File: config.mk
export PLATFORM = sky130hd
export DESIGN_NAME = sc_statemachinegame
export DESIGN_NICKNAME = d
export VERILOG_FILES = /design/src/rtl/sc_game_pkg.sv /design/src/rtl/sc_game_ticker.sv /design/src/rtl/sc_statemachinegame.sv
export SDC_FILE = /design/constraint.sdc
export NUM_CORES = 1
export LEC_CHECK = 0
export ABC_AREA = 1
export CAP_MARGIN = 40
export CELL_PAD_IN_SITES_DETAIL_PLACEMENT = 1
export CELL_PAD_IN_SITES_GLOBAL_PLACEMENT = 1
export CORE_MARGIN = 1
export CORE_UTILIZATION = 25
export DETAILED_ROUTE_END_ITERATION = 12
export GPL_TIMING_DRIVEN = 0
export MAX_ROUTING_LAYER = met4
export PLACE_DENSITY = 0.63
export SYNTH_ARGS = -nofsm -noshare
export SYNTH_HDL_FRONTEND = slang
export SYNTH_SLANG_ARGS = --single-unit
File: constraint.sdc
create_clock -name SC_STATEMACHINEGAME_CLOCK_50 -period 3.3 [get_ports SC_STATEMACHINEGAME_CLOCK_50]
set_clock_uncertainty 0.05 [all_clocks]
set_input_delay 0.33 -clock SC_STATEMACHINEGAME_CLOCK_50 [delete_from_list [all_inputs] [get_ports SC_STATEMACHINEGAME_CLOCK_50]]
set_output_delay 0.33 -clock SC_STATEMACHINEGAME_CLOCK_50 [all_outputs]
set_load 0.01 [all_outputs]
File: src/rtl/sc_game_pkg.sv
// Shared encodings and widths for the Frogger game-level sequencer.
package sc_game_pkg;

  localparam int LIVES_W       = 2;
  localparam int LEVEL_W       = 2;
  localparam int TICK_BASE_DEF = 25000000;
  localparam int TICK_STEP_DEF = 5000000;

  typedef logic [LIVES_W-1:0] lives_t;
  typedef logic [LEVEL_W-1:0] level_t;

  typedef enum logic [3:0] {
    ST_RESET    = 4'd0,
    ST_IDLE     = 4'd1,
    ST_INIT     = 4'd2,
    ST_RESPAWN  = 4'd3,
    ST_PLAY     = 4'd4,
    ST_HIT      = 4'd5,
    ST_LEVELUP  = 4'd6,
    ST_GAMEOVER = 4'd7,
    ST_WIN      = 4'd8
  } state_t;

endpackage

File: src/rtl/sc_game_ticker.sv
// Obstacle-lane pacing: counts while running and strobes (active-low) once per
// level-dependent period, wrapping to zero on the strobe cycle.
module sc_game_ticker
  import sc_game_pkg::*;
#(
  parameter int TICK_BASE = TICK_BASE_DEF,
  parameter int TICK_STEP = TICK_STEP_DEF,
  parameter int CNT_WIDTH = 26
) (
  input  logic   clk,
  input  logic   rst,
  input  logic   run,
  input  level_t level,
  output logic   shift_n
);

  localparam logic [CNT_WIDTH-1:0] BASE_M1 = CNT_WIDTH'(TICK_BASE - 1);
  localparam logic [CNT_WIDTH-1:0] STEP    = CNT_WIDTH'(TICK_STEP);

  logic [CNT_WIDTH-1:0] cnt;
  logic [CNT_WIDTH-1:0] last;
  logic                 wrap;

  // Last count of the period; level*STEP never exceeds BASE_M1 for legal configs.
  assign last    = BASE_M1 - CNT_WIDTH'(level) * STEP;
  assign wrap    = run && (cnt == last);
  assign shift_n = ~wrap;

  always_ff @(posedge clk or posedge rst) begin
    if (rst)               cnt <= '0;
    else if (!run || wrap) cnt <= '0;
    else                   cnt <= cnt + CNT_WIDTH'(1);
  end

endmodule

File: src/rtl/sc_statemachinegame.sv
// Frogger round sequencer: start, lives, levels, collision and win/game-over
// handling, driving active-low clear/shift strobes into the datapath.
module sc_statemachinegame
  import sc_game_pkg::*;
#(
  parameter int TICK_BASE  = TICK_BASE_DEF,
  parameter int TICK_STEP  = TICK_STEP_DEF,
  parameter int LEVEL_MAX  = 3,
  parameter int LIVES_INIT = 3,
  parameter int CNT_WIDTH  = 26
) (
  input  logic       SC_STATEMACHINEGAME_CLOCK_50,
  input  logic       SC_STATEMACHINEGAME_RESET_InHigh,
  input  logic       SC_STATEMACHINEGAME_startButton_InLow,
  input  logic       SC_STATEMACHINEGAME_collision_InLow,
  input  logic       SC_STATEMACHINEGAME_topside_InLow,
  output logic       SC_STATEMACHINEGAME_frogclear_OutLow,
  output logic       SC_STATEMACHINEGAME_obstacleclear_OutLow,
  output logic       SC_STATEMACHINEGAME_obstacleshift_OutLow,
  output logic [1:0] SC_STATEMACHINEGAME_lives_Out,
  output logic [1:0] SC_STATEMACHINEGAME_level_Out,
  output logic       SC_STATEMACHINEGAME_gameover_Out,
  output logic       SC_STATEMACHINEGAME_win_Out
);

  if (TICK_BASE <= LEVEL_MAX * TICK_STEP) begin : g_bad_cfg
    $error("sc_statemachinegame: TICK_BASE must exceed LEVEL_MAX*TICK_STEP");
  end

  localparam level_t LVL_MAX  = level_t'(LEVEL_MAX);
  localparam lives_t LIVES_LD = lives_t'(LIVES_INIT);

  logic   clk, rst;
  logic   start_n, col_n, top_n;
  state_t state, state_nxt;
  lives_t lives, lives_nxt;
  level_t level, level_nxt;
  logic   frogclear_n, obsclear_n, gameover, win;

  assign clk     = SC_STATEMACHINEGAME_CLOCK_50;
  assign rst     = SC_STATEMACHINEGAME_RESET_InHigh;
  assign start_n = SC_STATEMACHINEGAME_startButton_InLow;
  assign col_n   = SC_STATEMACHINEGAME_collision_InLow;
  assign top_n   = SC_STATEMACHINEGAME_topside_InLow;

  always_ff @(posedge clk or posedge rst) begin
    if (rst) begin
      state <= ST_RESET;
      lives <= '0;
      level <= '0;
    end else begin
      state <= state_nxt;
      lives <= lives_nxt;
      level <= level_nxt;
    end
  end

  always_comb begin
    state_nxt   = state;
    lives_nxt   = lives;
    level_nxt   = level;
    frogclear_n = 1'b1;
    obsclear_n  = 1'b1;
    gameover    = 1'b0;
    win         = 1'b0;
    case (state)
      ST_RESET: begin
        frogclear_n = 1'b0;
        obsclear_n  = 1'b0;
        state_nxt   = ST_IDLE;
      end
      ST_IDLE: if (!start_n) state_nxt = ST_INIT;
      ST_INIT: begin
        frogclear_n = 1'b0;
        obsclear_n  = 1'b0;
        lives_nxt   = LIVES_LD;
        level_nxt   = '0;
        state_nxt   = ST_RESPAWN;
      end
      // Wait for every input to be released so a held button or a frog
      // spawning onto an obstacle cannot immediately retrigger.
      ST_RESPAWN: if (start_n && col_n && top_n) state_nxt = ST_PLAY;
      ST_PLAY: begin
        if (!col_n) begin
          if (lives > lives_t'(1)) begin
            state_nxt = ST_HIT;
          end else begin
            lives_nxt = '0;
            state_nxt = ST_GAMEOVER;
          end
        end else if (!top_n) begin
          if (level < LVL_MAX) state_nxt = ST_LEVELUP;
          else                 state_nxt = ST_WIN;
        end
      end
      ST_HIT: begin
        frogclear_n = 1'b0;
        lives_nxt   = lives - lives_t'(1);
        state_nxt   = ST_RESPAWN;
      end
      ST_LEVELUP: begin
        frogclear_n = 1'b0;
        obsclear_n  = 1'b0;
        level_nxt   = level + level_t'(1);
        state_nxt   = ST_RESPAWN;
      end
      ST_GAMEOVER: begin
        gameover = 1'b1;
        if (!start_n) state_nxt = ST_INIT;
      end
      ST_WIN: begin
        win = 1'b1;
        if (!start_n) state_nxt = ST_INIT;
      end
      default: state_nxt = ST_IDLE;
    endcase
  end

  sc_game_ticker #(
    .TICK_BASE (TICK_BASE),
    .TICK_STEP (TICK_STEP),
    .CNT_WIDTH (CNT_WIDTH)
  ) u_ticker (
    .clk     (clk),
    .rst     (rst),
    .run     (state == ST_PLAY),
    .level   (level),
    .shift_n (SC_STATEMACHINEGAME_obstacleshift_OutLow)
  );

  assign SC_STATEMACHINEGAME_frogclear_OutLow     = frogclear_n;
  assign SC_STATEMACHINEGAME_obstacleclear_OutLow = obsclear_n;
  assign SC_STATEMACHINEGAME_lives_Out            = lives;
  assign SC_STATEMACHINEGAME_level_Out            = level;
  assign SC_STATEMACHINEGAME_gameover_Out         = gameover;
  assign SC_STATEMACHINEGAME_win_Out              = win;

endmodule

Yosys cells after proc, flatten, opt, wreduce, memory -nomap -nowiden
Index checks and enable logic that the tools add are counted.
{"block": "totals", "inputBits": 5, "word_cells": 56, "regBits": 34, "out_inout_bits": 9}
{"block": "classes", "order_cmp": 2, "n_reduce_logical": 14, "bitwise": 1, "n_eq_ne": 14, "add_sub_neg": 4, "multipliers": 1, "muxes": 16}
{"op": "26-bit by 1-bit adder with 26-bit output, second input constant", "count": 1}
{"op": "26-bit == test", "count": 1}
{"op": "26-bit 2-to-1 mux", "count": 1}
{"op": "25-bit by 25-bit subtractor with 26-bit output, first input constant", "count": 1}
{"op": "4-bit 2-to-1 mux", "count": 5}
{"op": "2-bit by 17-bit multiplier with 19-bit output, second input constant", "count": 1}
{"op": "4-bit by 3-bit == test with 1-bit output, second input constant", "count": 4}
{"op": "4-bit case mux with 4 select lines", "count": 1}
{"op": "3-bit OR reduction", "count": 3}
{"op": "4-bit by 2-bit == test with 1-bit output, second input constant", "count": 2}
{"op": "2-bit inequality test, second input constant", "count": 4}
{"op": "2-bit 2-to-1 mux", "count": 3}
{"op": "2-bit case mux with 3 select lines", "count": 1}
{"op": "3-bit AND reduction", "count": 2}
{"op": "4-bit by 1-bit == test with 1-bit output, second input constant", "count": 1}
{"op": "4-bit == test, second input constant", "count": 1}
{"op": "4-bit logical NOT", "count": 1}
{"op": "1-bit 2-to-1 mux", "count": 4}
{"op": "2-bit case mux with 2 select lines", "count": 1}
{"op": "4-bit OR reduction", "count": 1}
{"op": "1-bit logical AND", "count": 3}
{"op": "3-bit inequality test, second input constant", "count": 1}
{"op": "3-bit nonzero test", "count": 1}
{"op": "2-bit by 1-bit adder with 2-bit output, second input constant", "count": 1}
{"op": "7 further kinds", "count": 7}

Longest topological paths before layout
{"block": "depth", "ltp_word": 6, "depth_mapped": 14, "mapped_depth_nobuf": 12}

Cells and area by module
A second synthesis with hierarchy kept.
{"block": "unflattened", "cells_unflattened": 383, "area_unflattened_um2": 2514.9}
{"mod": "sc_game_ticker", "area_per_inst_um2": 1919.3, "seq_area_each_um2": 650.6, "cells_per_inst": 288, "instances": 1}
{"mod": "sc_statemachinegame", "area_per_inst_um2": 595.6, "seq_area_each_um2": 200.2, "cells_per_inst": 95, "instances": 1}

Least setup slack after synthesis
No wires, ideal clock.
{"block": "synth_path", "kind": "flip-flop to output port", "start": "register level[0] (netlist: SC_STATEMACHINEGAME_level_Out[0])", "end": "output SC_STATEMACHINEGAME_obstacleshift_OutLow", "path_buffers": 1, "t_arrival_ns": 1.700, "slack_ns": 1.220, "stages_incl_launch_ff": 12, "path_cell_list": "dfrtp_1 > buf_4 > inv_1 > ha_1 > nand2_1 > inv_1 > nor2_1 > nand2_1 > nor2_1 > nand2_1 > nor2_1 > nand3_1"}
{"block": "synth_between", "elab_chain_cells": 5}
{"item": "start, declared", "line": "sc_statemachinegame.sv:37", "rtl": "level_t level, level_nxt;"}
{"item": "start signal, assigned", "line": "sc_statemachinegame.sv:54", "rtl": "level <= level_nxt;"}
{"item": "2-bit by 17-bit multiplier with 19-bit output", "line": "sc_game_ticker.sv:25", "rtl": "assign last = BASE_M1 - CNT_WIDTH'(level) * STEP;"}
{"item": "25-bit by 25-bit subtractor with 26-bit output", "line": "sc_game_ticker.sv:25"}
{"item": "26-bit == test", "line": "sc_game_ticker.sv:26", "rtl": "assign wrap = run && (cnt == last);"}
{"item": "1-bit logical AND", "line": "sc_game_ticker.sv:26"}
{"item": "1-bit inverter", "line": "sc_game_ticker.sv:27", "rtl": "assign shift_n = ~wrap;"}
{"item": "end, declared", "line": "sc_statemachinegame.sv:19", "rtl": "output logic SC_STATEMACHINEGAME_obstacleshift_OutLow,"}
No other way between the ends.

Final worst setup path
Same ends and word-level chain as after synthesis.

==> metrics.txt <==
Design Area, Final 0.002843 mm^2; initial antenna violation count 0; Distinct cells, synth 26; Hold Path Class reg2reg; Final nets 391; routed via count 2251; fmax 0.3263 GHz; Final Setup Violations 0; leading area contributor after synthesis dfrtp_1; Final min period 3065 ps; hold endpoint u_ticker.cnt[0]; initial DRC count 46; total of max-cap violations 0; VDD IR max 0.1475 mV; Comb power frac 0.428; P_int 980.4 uW; Avg Cell Area, Syn 6.801 um^2; clock root cell clkbuf_8; fin. max-slew vios 0; r2r startpoint SC_STATEMACHINEGAME_level_Out[0]; top cell type's share of synthesized area 0.3514; Antenna Nets Post-Route 0; Synth Instances 356; yosys warns 0; hpwl dp 5300 um; most common cell in the netlist nand2_1; # clock sinks 34; number of global-route vias before repair 2367; reg2reg end u_ticker.cnt[11]; # rows 35; asr flop ratio synth 1.000; Die Ht 100.4 um; gp weighted congestion 0.8448; Antenna diodes 0; largest net degree at the start of global routing 35; TNS Setup 0 ps; vias per cell 4.457; commonest cells in the netlist 102 x nand2_1, 64 x nor2_1, 47 x inv_1; CP Max Fanout 9; Starting Density 0.2596; Core Area 0.009328 mm^2; first-pass GRT wire length 11520 um; IO Pins 14; H-tree Lvls 2; endpoint class of the critical path output pin; DRC Markers 0; total gr overflow 0; Reg2Reg Setup Slack 870 ps; hold path cells 1; die area 0.01008 mm^2; Num CTS Buffers 5; crit start category register; Final Core Density 0.3048; PortBufs 13; reg2reg path depth 13; Worst Min Path Start u_ticker.cnt[0]; period utilisation layout 0.9287; ranking of synthesized cells by area dfrtp_1 35%, nand2_1 16%, nor2_1 9.9%; Final Hold Viols 0; Sequential Power Share 0.320; Seq cells post-synth 34; routed wire length 6797 um; Critical Path Start SC_STATEMACHINEGAME_level_Out[0]; syn_nets 371; register area share after synthesis 0.3514; area grow syn2layout 17.42%; Reg clk slew, reported paths 80 ps; CTS tree yes; slew margin rel. 0.4659; Post-Syn Area 0.002421 mm^2; Switch Pwr 635.9 uW; ys flop type dfrtp_1; DRT Pass-1 Iters 4; switching share of power 0.3935; leakage 0.001197 uW; worst-margin pin slew 800.0 ps; Worst EP required 2920 ps; clk_lat worst skew 290 ps; DP Area 0.002713 mm^2; outcome finished, final reports clean; count of flip-flops with a built-in enable after synthesis 0; All-Layer GR Usage 0.1525; Pwr Total 1616 uW; power density cells 568.6 mW/mm^2; clock share of power 0.252; wire per inst 13.46 um; crit path kind reg2out; CTS max path bufs 2; WP data arrival 2680 ps; die width 100.4 um; share of cells above drive strength 1 0.08777; RSZ-0062 raised after global routing no
-- power groups by stage --
stage	sequential (uW)	combinational [uW]	clock (uW)
finish	518	692	407
global route	525	792	433
CTS	518	683	417
detailed placement	526	679	0
global placement	524	658	0
floorplan	517	449	0
-- kinds of logic (layout without fill, tap and decap cells) --
| kind of cell | count (synthesis) | in the layout | synth area share |
|---|---|---|---|
| buffers and inverters | 53 | 73 | 0.09095 |
| and+or+nand+nor | 219 | 219 | 0.3897 |
| xor gates and xnor gates | 20 | 20 | 0.07235 |
| DFF | 34 | 34 | 0.3514 |
| adders and majority gates | 10 | 10 | 0.05168 |
| AOI/OAI and AO/OA | 20 | 20 | 0.04393 |
-- what timing repair did --
item                                    in CTS  in global routing
hold buffers                                 0                  0
endpoints found under the setup margin       0                  1
resized for setup                            0                  3
buffers inserted                             0                  0
-- cell usage in the layout (no fill, tap or decap), drive strengths merged, types with 4 or more instances in the layout --
master / count
nand4: 5
ha: 10
nand2: 105
dfrtp: 34
nor3: 6
o21ai: 17
xor2: 15
buf: 4
nand3: 28
clkbuf: 7
nor2: 73
inv: 47
clkdlybuf4s50: 13
xnor2: 5
-- how the worst max path moves through the flow --
stage                                          endpoint  slack (ps)  depth (start not counted)
2_1_floorplan  SC_STATEMACHINEGAME_obstacleshift_OutLow        1220                         11
3_3_place_gp   SC_STATEMACHINEGAME_obstacleshift_OutLow         460                         11
3_5_place_dp   SC_STATEMACHINEGAME_obstacleshift_OutLow         440                         11
4_1_cts        SC_STATEMACHINEGAME_obstacleshift_OutLow         120                         11
5_1_grt        SC_STATEMACHINEGAME_obstacleshift_OutLow          20                         11
6_report       SC_STATEMACHINEGAME_obstacleshift_OutLow         240                         11
-- metal layers --
metal | GRT usage | part of all wire | up-vias
li1 | - | - | 1132
met1 | 0.1893 | 0.49 | 1091
met2 | 0.2603 | 0.49 | 21
met3 | 0.02507 | 0.018 | 7
met4 | 0.03344 | 0.0062 | 0
met5 | - | 0 | -
-- layout make-up --
class                   instances  area [um^2]
plain buffers                   5        40.04
clock buffers                   6        82.58
clock inverters                 1        30.03
fillers                      1192         6485
inverters                      48        183.9
multi-input cells             269         1363
flip-flops and latches         34        852.1
well taps                     129        161.4
repair buffers                 13        130.1
-- per-stage QoR --
step / worst slack [ps] / hold slack [ps] / instances
global placement: 460.8 / 396.6 / 498
CTS: 115.9 / 422.8 / 505
detailed placement: 442.3 / 412.2 / 498
finish: 235.2 / 416.1 / 505
floorplan: 1220 / 381.4 / 356
global route: 16.65 / 466.4 / 505
-- registers in the layout, summed over array words and instances, names as in the netlist --
register / count
SC_STATEMACHINEGAME_level_Out: 2
u_ticker.cnt: 26
SC_STATEMACHINEGAME_lives_Out: 2
state: 4
-- worst max-delay path, cell delays in order (launching register included) --
cell and delay, ps:
dfrtp_2 440, buf_4 210, clkinvlp_4 220, ha_4 350
inv_1 60, nand2_1 80, nand2_1 60, nor2_1 120
nand2_1 70, nor2_1 170, nand3_1 110, clkdlybuf4s50_1 490
Note: power is estimated with default switching activity, not from simulation.
